**src/rtl/muldiv_pkg.sv**
```systemverilog
// Shared definitions for the RV32M multiply/divide unit: funct3 op codes,
// FSM state encoding and a conditional two's-complement helper.
package muldiv_pkg;

  typedef enum logic [2:0] {
    F3_MUL    = 3'b000,
    F3_MULH   = 3'b001,
    F3_MULHSU = 3'b010,
    F3_MULHU  = 3'b011,
    F3_DIV    = 3'b100,
    F3_DIVU   = 3'b101,
    F3_REM    = 3'b110,
    F3_REMU   = 3'b111
  } funct3_t;

  typedef enum logic [1:0] {
    ST_IDLE = 2'd0,
    ST_MUL  = 2'd1,
    ST_DIV  = 2'd2,
    ST_DONE = 2'd3
  } state_t;

  function automatic logic [31:0] negate_if(input logic [31:0] x, input logic neg);
    return neg ? (~x + 32'd1) : x;
  endfunction

endpackage

```
**src/rtl/muldiv_divider.sv**
```systemverilog
// Restoring shift-subtract divider on operand magnitudes, one quotient bit per
// step; signs of quotient and remainder are applied on the outputs.
module muldiv_divider
  import muldiv_pkg::*;
(
  input  logic        clk,
  input  logic        resetn,
  input  logic        load,
  input  logic        step,
  input  logic        is_signed,
  input  logic [31:0] dividend,
  input  logic [31:0] divisor,
  output logic [31:0] quotient,
  output logic [31:0] remainder
);

  logic [31:0] quo;
  logic [31:0] dvs;
  logic [31:0] rem;
  logic        q_neg;
  logic        r_neg;
  logic [32:0] shifted;

  // quo doubles as the dividend shift register; quotient bits enter at the bottom.
  assign shifted = {rem, quo[31]};

  always_ff @(posedge clk or negedge resetn) begin
    if (!resetn) begin
      quo   <= '0;
      dvs   <= '0;
      rem   <= '0;
      q_neg <= 1'b0;
      r_neg <= 1'b0;
    end else if (load) begin
      quo   <= negate_if(dividend, is_signed && dividend[31]);
      dvs   <= negate_if(divisor, is_signed && divisor[31]);
      rem   <= '0;
      q_neg <= is_signed && (dividend[31] ^ divisor[31]);
      r_neg <= is_signed && dividend[31];
    end else if (step) begin
      if (shifted >= {1'b0, dvs}) begin
        rem <= shifted[31:0] - dvs;
        quo <= {quo[30:0], 1'b1};
      end else begin
        rem <= shifted[31:0];
        quo <= {quo[30:0], 1'b0};
      end
    end
  end

  assign quotient  = negate_if(quo, q_neg);
  assign remainder = negate_if(rem, r_neg);

endmodule

```
**src/rtl/muldiv_unit.sv**
```systemverilog
// RV32M multiply/divide unit with a 32-iteration shift-add multiplier.
// Define MULDIV_DIV_EN to build the divider; without it divide ops return 0 and pulse illegal.
module muldiv_unit
  import muldiv_pkg::*;
#(
  parameter int XLEN = 32
) (
  input  logic            clk,
  input  logic            resetn,
  input  logic            start,
  input  logic [2:0]      funct3,
  input  logic [XLEN-1:0] op_a,
  input  logic [XLEN-1:0] op_b,
  output logic            busy,
  output logic            done,
  output logic [XLEN-1:0] result,
  output logic            illegal,
  output logic [1:0]      state_dbg
);

  // Handshake: start is accepted only in IDLE or DONE; busy covers the whole
  // operation and drops in the single cycle that done is high with result valid.
  state_t      state;
  logic [5:0]  cnt;
  logic [2:0]  f3_q;
  logic        neg_q;
  logic        illegal_q;
  logic [63:0] acc;
  logic [63:0] mcand;
  logic [31:0] mplier;
  logic [63:0] product;
  logic        a_neg;
  logic        b_neg;
  logic        accept;

  assign accept    = start && (state == ST_IDLE || state == ST_DONE);
  assign a_neg     = op_a[31] && (funct3 == F3_MULH || funct3 == F3_MULHSU);
  assign b_neg     = op_b[31] && (funct3 == F3_MULH);
  assign product   = neg_q ? (~acc + 64'd1) : acc;
  assign busy      = (state == ST_MUL) || (state == ST_DIV);
  assign done      = (state == ST_DONE);
  assign illegal   = done && illegal_q;
  assign state_dbg = state;

`ifdef MULDIV_DIV_EN
  logic [31:0] a_q;
  logic [31:0] b_q;
  logic [31:0] quotient;
  logic [31:0] remainder;
  logic [31:0] div_result;
  logic        div_zero;
  logic        div_ovf;
  logic        div_skip;
  logic        div_step;

  assign div_zero = (b_q == 32'd0);
  assign div_ovf  = !f3_q[0] && a_q == 32'h8000_0000 && b_q == 32'hFFFF_FFFF;
  assign div_skip = div_zero || div_ovf;
  assign div_step = (state == ST_DIV) && (cnt != 6'd32) && !div_skip;

  muldiv_divider u_divider (
    .clk,
    .resetn,
    .load      (accept && funct3[2]),
    .step      (div_step),
    .is_signed (funct3 == F3_DIV || funct3 == F3_REM),
    .dividend  (op_a),
    .divisor   (op_b),
    .quotient,
    .remainder
  );

  always_comb begin
    div_result = '0;
    if (div_zero)     div_result = f3_q[1] ? a_q : 32'hFFFF_FFFF;
    else if (div_ovf) div_result = f3_q[1] ? 32'd0 : 32'h8000_0000;
    else              div_result = f3_q[1] ? remainder : quotient;
  end

  always_ff @(posedge clk or negedge resetn) begin
    if (!resetn) begin
      a_q <= '0;
      b_q <= '0;
    end else if (accept) begin
      a_q <= op_a;
      b_q <= op_b;
    end
  end
`endif

  always_ff @(posedge clk or negedge resetn) begin
    if (!resetn) begin
      state     <= ST_IDLE;
      cnt       <= '0;
      f3_q      <= '0;
      neg_q     <= 1'b0;
      illegal_q <= 1'b0;
      acc       <= '0;
      mcand     <= '0;
      mplier    <= '0;
      result    <= '0;
    end else begin
      case (state)
        ST_IDLE, ST_DONE: begin
          illegal_q <= 1'b0;
          if (start) begin
            f3_q   <= funct3;
            cnt    <= '0;
            acc    <= '0;
            mcand  <= {32'd0, negate_if(op_a, a_neg)};
            mplier <= negate_if(op_b, b_neg);
            neg_q  <= a_neg ^ b_neg;
            state  <= funct3[2] ? ST_DIV : ST_MUL;
          end else begin
            state <= ST_IDLE;
          end
        end
        ST_MUL: begin
          // 32 add/shift steps, then one cycle to apply the sign and pick the half.
          if (cnt == 6'd32) begin
            result <= (f3_q == F3_MUL) ? product[31:0] : product[63:32];
            state  <= ST_DONE;
          end else begin
            acc    <= acc + (mplier[0] ? mcand : 64'd0);
            mcand  <= {mcand[62:0], 1'b0};
            mplier <= {1'b0, mplier[31:1]};
            cnt    <= cnt + 6'd1;
          end
        end
        ST_DIV: begin
`ifdef MULDIV_DIV_EN
          if (div_skip || cnt == 6'd32) begin
            result <= div_result;
            state  <= ST_DONE;
          end else begin
            cnt <= cnt + 6'd1;
          end
`else
          result    <= '0;
          illegal_q <= 1'b1;
          state     <= ST_DONE;
`endif
        end
        default: state <= ST_IDLE;
      endcase
    end
  end

endmodule
```
**config.mk**
```make
export PLATFORM = sky130hd
export DESIGN_NAME = muldiv_unit
export DESIGN_NICKNAME = d
export VERILOG_FILES = /design/src/rtl/muldiv_pkg.sv /design/src/rtl/muldiv_divider.sv /design/src/rtl/muldiv_unit.sv
export SDC_FILE = /design/constraint.sdc
export NUM_CORES = 1
export LEC_CHECK = 0
export ABC_AREA = 1
export CAP_MARGIN = 0
export CORE_MARGIN = 2
export CORE_UTILIZATION = 45
export CTS_CLUSTER_SIZE = 20
export DETAILED_ROUTE_END_ITERATION = 10
export SETUP_SLACK_MARGIN = 0.5
export SLEW_MARGIN = 5
export SYNTH_ARGS = -nofsm -noshare
export SYNTH_HDL_FRONTEND = slang
export SYNTH_SLANG_ARGS = --single-unit
```
**constraint.sdc**
```tcl
create_clock -name clk -period 5.43 [get_ports clk]
set_input_delay 1.3575 -clock clk [delete_from_list [all_inputs] [get_ports clk]]
set_output_delay 1.3575 -clock clk [all_outputs]
set_load 0.005 [all_outputs]
```
==> results by group <==
Finish
  – Ant diodes: 0
  – Area Growth Syn to Fin: 12.5%
  – Commonest non-fill, non-tap cells in the layout: nand2_1, inv_1, nor2_1, nand3_1, dfrtp_1
  – Commonest non-fill, non-tap cell in the layout: nand2_1
  – Fin util: 0.510
  – Layout cells sized above 1: 0.0359
  – # nets final: 3,472
  – Non-Filler Instances: 3,886

Worst hold path
  – Hold Crit Depth: 1
  – Hold crit path type: flop to flop

Clock network
  – Clock transition at path regs: 60 ps
  – Postcts setup bufs: 0
  – CTS Buffer Depth: 3
  – Number of clock sinks: 205
  – Root Driver: clkbuf_16
  – CTS tree: built
  – Worst-Skew Late Latency: 560 ps
  – TritonCTS buffer count: 26
  – # hold bufs at CTS: 0
  – H-tree depth: 1
  – Post-CTS sizing: 0

Die
  – Die area: 43,700 um2
  – Initial Util: 0.453
  – Row count: 75
  – Die W: 209 um
  – Core area: 41,800 um2
  – Die Y: 209 um
  – Ports: 107

Yosys
  – Top FF cell, synth: dfrtp_1
  – Post-synth EDFFs: 0
  – Compound-Gate Fraction of Synth Area: 0.118
  – Synth Register Bits: 205
  – Synth Area in Adders: 0.0486
  – Simple-gate share of the synthesized area: 0.409
  – Avg Synthesized Cell Area: 5.80 um2
  – Syn Nets: 3,408
  – Cell area after synthesis: 18,900 um2
  – Post-Synthesis Cells: 3,265
  – Netlist cell types: 56
  – Sequential share of the synthesized area: 0.271
  – Ys async rst share: 1.00
  – Main combinational cell family by area after synthesis: simple AND/OR/NAND/NOR gates
  – Synth Area in XOR/XNOR: 0.0134
  – Mux cell area share after synthesis: 0
  – Yosys warning total: 0

Route
  – ANT nets after route: 0
  – Wire per inst: 17.2 um
  – WL final: 66,700 um
  – Vias: 20,257
  – Drt drc: 0
  – Vias per inst: 5.21
  – Iteration-0 DRC Markers: 1,835
  – TritonRoute pass-1 iters: 5

Timing
  – Slew HR: 0.327
  – Min Tclk post-route: 3430 ps
  – Fin. Hold Viols: 0
  – Max Slew Vio Count: 0
  – RSZ-0062 raised after global routing: false
  – FMAX: 291 MHz
  – Fin crit share: 0.632
  – Final setup violating endpoints: 0
  – Worst slew pin tran: 1010 ps
  – Layout Skew: 21.1 ps
  – Setup TNS: 0 ps

Power and ir drop
  – Combinational share of power: 0.543
  – VDD IR max: 0.000325 V
  – Clock power frac: 0.210
  – Sw Share: 0.500
  – Sw power: 4.60 mW
  – Internal power: 4.59 mW
  – Leak pwr: 12.2 nW
  – Pwr dens: 431 nW/um2
  – Sequential share of power: 0.246

Place
  – DPL Wire Length: 52,900 um
  – Final Wtd Congestion: 0.958
  – IO Port Bufs: 106
  – Post-Place Cells: 3,840

Worst setup path
  – WP data required: 4070 ps
  – CP endpoint kind: primary output
  – CP arrival: 2080 ps
  – Critical Path Fanout Max: 5
  – R2R cell count: 15
  – Setup CP Type: flop to primary output
  – Startpoint Class: flop

Job
  – MaxCap Viol Count: 0

Global route
  – Pin count of the biggest net entering global routing: 92
  – Tot GR Track Use: 0.304
  – First-pass GRT wire length: 105,000 um
  – Vias in the first global route: 18,938
  – Initial antenna violation count: 0
  – Global route total overflow: 0

Outcome
  – Run status: complete, no violations
-- critical path: stages, from the launching register on --
cell	delay (ps)
dfrtp_1	420
inv_1	80
ha_1	320
inv_1	160
clkdlybuf4s50_1	530
-- sequential cells by signal, indices dropped and copies added, names as in the netlist --
register	count
mcand	64
cnt	6
neg_q	1
f3_q	3
acc	64
state_dbg	2
result	32
mplier	32
illegal_q	1
-- metrics by stage --
step	worst slack [ps]	cell area, um2	power, mW	hold WS [ps]
after global routing	1800	21300	9.94	499
after CTS	1950	21300	9.19	464
final	2000	21300	9.19	463
after detailed placement	1530	20400	7.22	456
after floorplan	2730	18900	5.82	433
after global placement	1610	20400	7.12	449
-- final cells by class --
type | count | area (um2)
Clock buffer | 36 | 729
Clock inverter | 10 | 203
Fill cell | 4466 | 20500
Inverter | 597 | 2240
Multi-Input combinational cell | 2381 | 11200
Sequential cell | 205 | 5130
Tap cell | 539 | 674
Timing Repair Buffer | 118 | 1170
-- synth_stat cells, types with 2 or more instances --
master | count | area, um2
nand2_1 | 1179 | 4430
inv_1 | 587 | 2200
nor2_1 | 326 | 1220
nand3_1 | 245 | 1230
dfrtp_1 | 205 | 5130
o21ai_0 | 153 | 766
a21oi_1 | 144 | 721
ha_1 | 72 | 901
o22ai_1 | 41 | 257
nand4_1 | 39 | 244
buf_2 | 31 | 155
clkbuf_1 | 26 | 97.6
nor3_1 | 26 | 130
o211ai_1 | 23 | 173
xor2_1 | 23 | 201
o21ai_1 | 16 | 80.1
buf_1 | 12 | 45.0
nand2_2 | 12 | 75.1
nor2_2 | 11 | 68.8
inv_2 | 9 | 33.8
nor2_4 | 7 | 78.8
and2_1 | 6 | 37.5
buf_4 | 6 | 45.0
xnor2_1 | 6 | 52.6
nand3_2 | 5 | 50.1
nand3b_1 | 5 | 37.5
a211oi_1 | 4 | 30.0
buf_6 | 4 | 45.0
or2_2 | 4 | 25.0
nor4_1 | 3 | 18.8
o21ai_4 | 3 | 48.8
o21bai_1 | 3 | 22.5
a21boi_0 | 2 | 15.0
clkbuf_8 | 2 | 27.5
nor3_4 | 2 | 32.5
o21ai_2 | 2 | 17.5
or2_1 | 2 | 12.5
-- power groups by stage --
stage / clock, mW / sequential [mW] / combinational [mW]
5_1_grt: 2.03 / 2.31 / 5.60
3_5_place_dp: 0 / 2.28 / 4.94
2_1_floorplan: 0 / 2.10 / 3.72
6_report: 1.93 / 2.26 / 4.99
4_1_cts: 1.98 / 2.25 / 4.96
3_3_place_gp: 0 / 2.26 / 4.86
-- cells by family after synthesis --
logic type	Yosys count
DFF	205
xor gates and xnor gates	29
adders and majority gates	73
and+or+nand+nor	1877
buffers and inverters	679
AOI/OAI and AO/OA	402
-- path summary, 6_finish.rpt --
check                                         start                endpoint  slack (ps)
setup / recovery           state_dbg[0]$_DFFE_PN0P_                    busy        2000
hold / removal                   cnt[5]$_DFFE_PN0P_      cnt[5]$_DFFE_PN0P_         460
setup reg to reg              mplier[0]$_DFFE_PN0P_     acc[58]$_DFFE_PN0P_        2130
hold reg to reg                  cnt[5]$_DFFE_PN0P_      cnt[5]$_DFFE_PN0P_         460
max in group asynchronous                    resetn   mcand[39]$_DFFE_PN0P_        3630
min in group asynchronous                    resetn  result[20]$_DFFE_PN0P_         810
-- layer usage --
metal	part of all wire	global-route usage
met1	0.46	0.424
met5	0	0
met3	0.057	0.0329
met4	0.040	0.115
met2	0.44	0.485
Note: power is estimated with default switching activity, not from simulation.
